**config.mk**
```make
export PLATFORM = sky130hd
export DESIGN_NAME = cl_sym_decoder
export DESIGN_NICKNAME = d
export VERILOG_FILES = /design/src/rtl/cl_sym_decoder.sv
export SDC_FILE = /design/constraint.sdc
export NUM_CORES = 1
export LEC_CHECK = 0
export ABC_AREA = 0
export CAP_MARGIN = 20
export CORE_ASPECT_RATIO = 1.1
export CORE_UTILIZATION = 45
export CTS_BUF_LIST = sky130_fd_sc_hd__clkbuf_16
export DETAILED_ROUTE_END_ITERATION = 8
export PLACE_DENSITY = 0.81
export SKIP_CTS_REPAIR_TIMING = 1
export SLEW_MARGIN = 10
export SYNTH_ARGS = -nofsm -noshare
export SYNTH_HDL_FRONTEND = slang
export SYNTH_SLANG_ARGS = --single-unit
```
**constraint.sdc**
```tcl
create_clock -name clk -period 6.9 [get_ports clk]
set_input_delay 1.035 -clock clk [delete_from_list [all_inputs] [get_ports clk]]
set_output_delay 1.035 -clock clk [all_outputs]
set_load 0.1 [all_outputs]
```
**src/rtl/cl_sym_decoder.sv**
```systemverilog
// Serial canonical-prefix-code decoder: loads a 29-entry code-length table, drives an external
// table builder, then decodes a bitstream one bit per two cycles. Define CL_DEC_STAT_EN for sym_cnt.
module cl_sym_decoder (
  input  logic         clk,
  input  logic         rst,
  input  logic         start,
  output logic         busy,
  input  logic         len_valid,
  input  logic [3:0]   len_data,
  output logic         len_ready,
  output logic         bld_rst_n,
  output logic         bld_enb,
  output logic [115:0] bld_tree,
  input  logic         bld_fin,
  output logic [3:0]   bld_len,
  input  logic [4:0]   bld_count,
  output logic [7:0]   bld_code,
  input  logic [4:0]   bld_symb,
  input  logic         bit_valid,
  input  logic         bit_in,
  output logic         bit_ready,
  output logic         sym_valid,
  output logic [4:0]   sym_out,
  input  logic         sym_ready,
  output logic         err,
  output logic [15:0]  sym_cnt
);

  typedef enum logic [2:0] {
    StIdle, StLoad, StClr, StBuild, StDec, StChk, StOut, StErr
  } state_e;

  state_e         state_q, state_d;
  logic [4:0]     idx_q, idx_d;
  logic [7:0]     code_q, code_d;
  logic [7:0]     first_q, first_d;
  logic [3:0]     len_q, len_d;
  logic [115:0]   tree_q, tree_d;
  logic [4:0]     sym_q, sym_d;
  logic           rst_dly_q;
  logic [7:0]     count_ext;
  logic           restart;

  assign count_ext = {3'b000, bld_count};
  assign restart   = start && (state_q != StLoad);

  always_comb begin
    state_d   = state_q;
    idx_d     = idx_q;
    code_d    = code_q;
    first_d   = first_q;
    len_d     = len_q;
    tree_d    = tree_q;
    sym_d     = sym_q;
    len_ready = 1'b0;
    bit_ready = 1'b0;
    sym_valid = 1'b0;
    bld_enb   = 1'b0;
    err       = 1'b0;
    bld_len   = 4'd0;
    case (state_q)
      StIdle: ;
      StLoad: begin
        len_ready = 1'b1;
        if (len_valid) begin
          tree_d[{idx_q, 2'b00} +: 4] = len_data;
          idx_d = idx_q + 5'd1;
          if (idx_q == 5'd28) state_d = StClr;
        end
      end
      StClr: state_d = StBuild;
      StBuild: begin
        bld_enb = 1'b1;
        code_d  = 8'd0;
        first_d = 8'd0;
        len_d   = 4'd0;
        if (bld_fin) state_d = StDec;
      end
      StDec: begin
        bit_ready = 1'b1;
        bld_len   = len_q;
        if (bit_valid) begin
          code_d  = {code_q[6:0], bit_in};
          // first code of the next length, from the count at the current length
          first_d = (first_q + count_ext) << 1;
          len_d   = len_q + 4'd1;
          state_d = StChk;
        end
      end
      StChk: begin
        bld_len = len_q;
        if ((code_q - first_q) < count_ext) begin
          sym_d   = bld_symb;
          state_d = StOut;
        end else if (len_q == 4'd8) begin
          state_d = StErr;
        end else begin
          state_d = StDec;
        end
      end
      StOut: begin
        sym_valid = 1'b1;
        if (sym_ready) begin
          code_d  = 8'd0;
          first_d = 8'd0;
          len_d   = 4'd0;
          state_d = StDec;
        end
      end
      StErr: err = 1'b1;
      default: state_d = StIdle;
    endcase
    if (restart) begin
      state_d = StLoad;
      idx_d   = 5'd0;
    end
  end

  always_ff @(posedge clk) begin
    rst_dly_q <= rst;
    if (rst) begin
      state_q <= StIdle;
      idx_q   <= 5'd0;
      code_q  <= 8'd0;
      first_q <= 8'd0;
      len_q   <= 4'd0;
      tree_q  <= '0;
      sym_q   <= 5'd0;
    end else begin
      state_q <= state_d;
      idx_q   <= idx_d;
      code_q  <= code_d;
      first_q <= first_d;
      len_q   <= len_d;
      tree_q  <= tree_d;
      sym_q   <= sym_d;
    end
  end

  // Builder reset also covers the cycle after rst so it sees a full reset cycle.
  assign bld_rst_n = !(rst || rst_dly_q || (state_q == StClr));
  assign busy      = (state_q != StIdle);
  assign bld_tree  = tree_q;
  assign bld_code  = code_q;
  assign sym_out   = sym_q;

`ifdef CL_DEC_STAT_EN
  logic [15:0] cnt_q, cnt_d;

  always_comb begin
    cnt_d = cnt_q;
    if (restart) begin
      cnt_d = 16'd0;
    end else if (sym_valid && sym_ready && (cnt_q != 16'hFFFF)) begin
      cnt_d = cnt_q + 16'd1;
    end
  end

  always_ff @(posedge clk) begin
    if (rst) cnt_q <= 16'd0;
    else     cnt_q <= cnt_d;
  end

  assign sym_cnt = cnt_q;
`else
  assign sym_cnt = 16'd0;
`endif

endmodule

```
==> results.yml <==
flow_run:
  cap_violations: 0
grt:
  grt_overflow: 0
  grt_pass1_vias: 5338
  track_usage_pct: 22.8
  grt_util_met3_pct: 7.86
  grt_pass1_wl_um: 27600
  grt.busiest_layer: "met2"
  grt_use_met2_pct: 39.1
  grtUsageMet1_pct: 26.6
  antenna_found_initial: 0
  grt_max_degree: 75
die:
  core_area_um2: 14600
  rows: 46
  die_y_um: 131
  start_util_pct: 46.4
  die_w_um: 119
  die-area_um2: 15500
  io_pins: 178
drt:
  wire_per_inst_um: 16.1
  routed_wl_um: 17700
  first_pass_iters: 7
  drtIter0Drc: 398
  drtAntennaViolNets: 0
  via_per_inst: 5.28
  drc_errors: 0
  num_vias: 5829
sta:
  hold_violations: 0
  timing.fmax_mhz: 260
  skew_ns: 0.00392
  slew_viol_final: 0
  tns_ns: 0
  rsz0062_at_grt: "no"
  setup-violations-final: 0
  max_slew_margin_pct: 30.3
  tightest_slew_ns: 1.04
  min_period_ns: 3.85
  timing.final.crit_share_pct: 55.7
critical_path:
  path_class: "in2out"
  slowest_stage: "clkdlybuf4s50_1"
  cp.required_ns: 5.86
  path_delay_family: "buffers and inverters"
  critPathMaxStageDelay_ns: 1.17
  cp_cell_sequence: "buf_4, a211oi_1, clkdlybuf4s50_1"
  crit_path_end_kind: "output port"
  start_kind: "input port"
  crit_path_max_fanout: 74
  cp.buffers_inverters: 2
  crit_arrival_ns: 2.81
final_layout:
  n_fill_cell: 1256
  drive_gt1_share_pct: 4.61
  nets: 944
  syn_to_final_growth_pct: 32.5
  antenna_cells: 0
  final_cell_area_um2: 8960
clock_tree:
  cts_max_path_buffers: 2
  clock_latency_ns: 0.42
  cts_buffers: 17
  cts_root_buf: "clkbuf_16"
  clk_pin_slew_ns: 0.06
  cts_tree: "built"
  cts.sinks: 149
  htreeDepth: 4
synth:
  ys_seq_area_share_pct: 44.1
  syn_inst: 763
  synth_area_leaders: "dfxtp_1 44%, mux2i_1 14%, nor2_1 8.3%, ha_1 3.9%, a21oi_1 3.3%"
  yosysWarnings: 0
  synth_commonest_cells: "149 x dfxtp_1, 149 x nor2_1, 94 x mux2i_1"
  synth_edf_count: 0
  synth_top_cell_area_share_pct: 44.1
  syn_area_um2: 6760
  synth_area_per_cell_um2: 8.86
  ys_types: 54
  synth_top_area_cell: "dfxtp_1"
  async_flop_share_pct: 0
  ys.flop_type: "dfxtp_1"
  synth-seq-cells: 149
placement:
  gp_congestion: 0.861
  hpwl_um: 12200
  placed_area_um2: 8400
  portBuffers: 161
power:
  static-leakage-power_nw: 3.60
  p_per_area_nw_per_um2: 208
  ir_drop_v: 0.000137
  fin_total_pwr_w: 0.00186
run_status:
  outcome: "finished clean"
min_path:
  holdCritPathClass: "reg2reg"
[stage by stage]
stage                     utilization [%]  std cells  setup WS (ns)  hold slack (ns)
after floorplan                         -        778           2.24            0.462
after global placement               57.7       1072           3.05            0.441
after detailed placement             57.7       1072           3.01            0.444
after CTS                            61.5       1104           3.02            0.451
after global routing                 61.5       1104           2.96            0.468
final                                61.5       1104           3.05            0.448
[metal layers]
metal | vias to the layer above | share of wire (%)
li1 | 2841 | -
met1 | 2769 | 43
met2 | 192 | 47
met3 | 27 | 8.0
met4 | 0 | 1.9
met5 | - | 0
[sequential cells by signal, indices dropped and copies added (netlist names)]
register / cells
bld_code: 8
bld_tree: 116
first_q: 7
idx_q: 5
len_q: 4
rst_dly_q: 1
state_q: 3
sym_out: 5
[cells in the final DEF, fill, tap and decap left out, drive strengths merged, types with 11 or more instances in the layout]
cell and n:
clkdlybuf4s50 160, nor2 149, dfxtp 149, mux2i 94, nand2 53, a21oi 44
inv 26, ha 21, o21ai 18, clkbuf 17, conb 16, and2 16
a22oi 14, nand2b 11
[tightest hold or removal path, cell delays in order (launching register included)]
cell	delay, ns
dfxtp_1	0.31
nand2_1	0.05
a21oi_1	0.05
[cells by family (layout without fill, tap and decap cells)]
| logic type | Yosys count | in the layout | synth area share, % |
|---|---|---|---|
| XOR/XNOR | 10 | 10 | 1.30 |
| buffers and inverters | 84 | 218 | 5.57 |
| adder cells (fa/ha/maj) | 23 | 23 | 4.48 |
| AO/OA/AOI/OAI | 116 | 116 | 11.1 |
| multiplexers | 95 | 95 | 14.1 |
| other | 1 | 16 | 0.0555 |
| AND/OR/NAND/NOR | 285 | 285 | 19.3 |
| flip-flops | 149 | 149 | 44.1 |
[path summary, 6_finish.rpt]
check | slack (ns) | to | depth (start not counted) | startpoint
min reg2reg | 0.45 | bld_tree[100]$_SDFFE_PP0P_ | 2 | bld_tree[100]$_SDFFE_PP0P_
max reg2reg | 3.70 | bld_tree[86]$_SDFFE_PP0P_ | 8 | idx_q[0]$_SDFFE_PP0P_
min | 0.45 | bld_tree[100]$_SDFFE_PP0P_ | 2 | bld_tree[100]$_SDFFE_PP0P_
max | 3.05 | bld_rst_n | 3 | rst
[final cells by class]
cell class / count / area, um2 / share of cell area [%]
inverter: 22 / 82.6 / 0.922
sequential: 149 / 2980 / 33.3
clock inverter: 15 / 134 / 1.49
clock buffer: 17 / 425 / 4.75
tap: 192 / 240 / 2.68
timing repair buffer: 164 / 1630 / 18.2
multi-input combinational: 545 / 3460 / 38.6
[where the power goes]
part / total [W] / internal [W] / switching, W / leakage, nW
Clock: 0.000879 / 0.000498 / 0.000381 / 0.270
Combinational: 0.000116 / 0.0000233 / 0.0000930 / 2.13
Sequential: 0.000865 / 0.000862 / 0.00000320 / 1.20
Power figures use the tool's default switching activity.
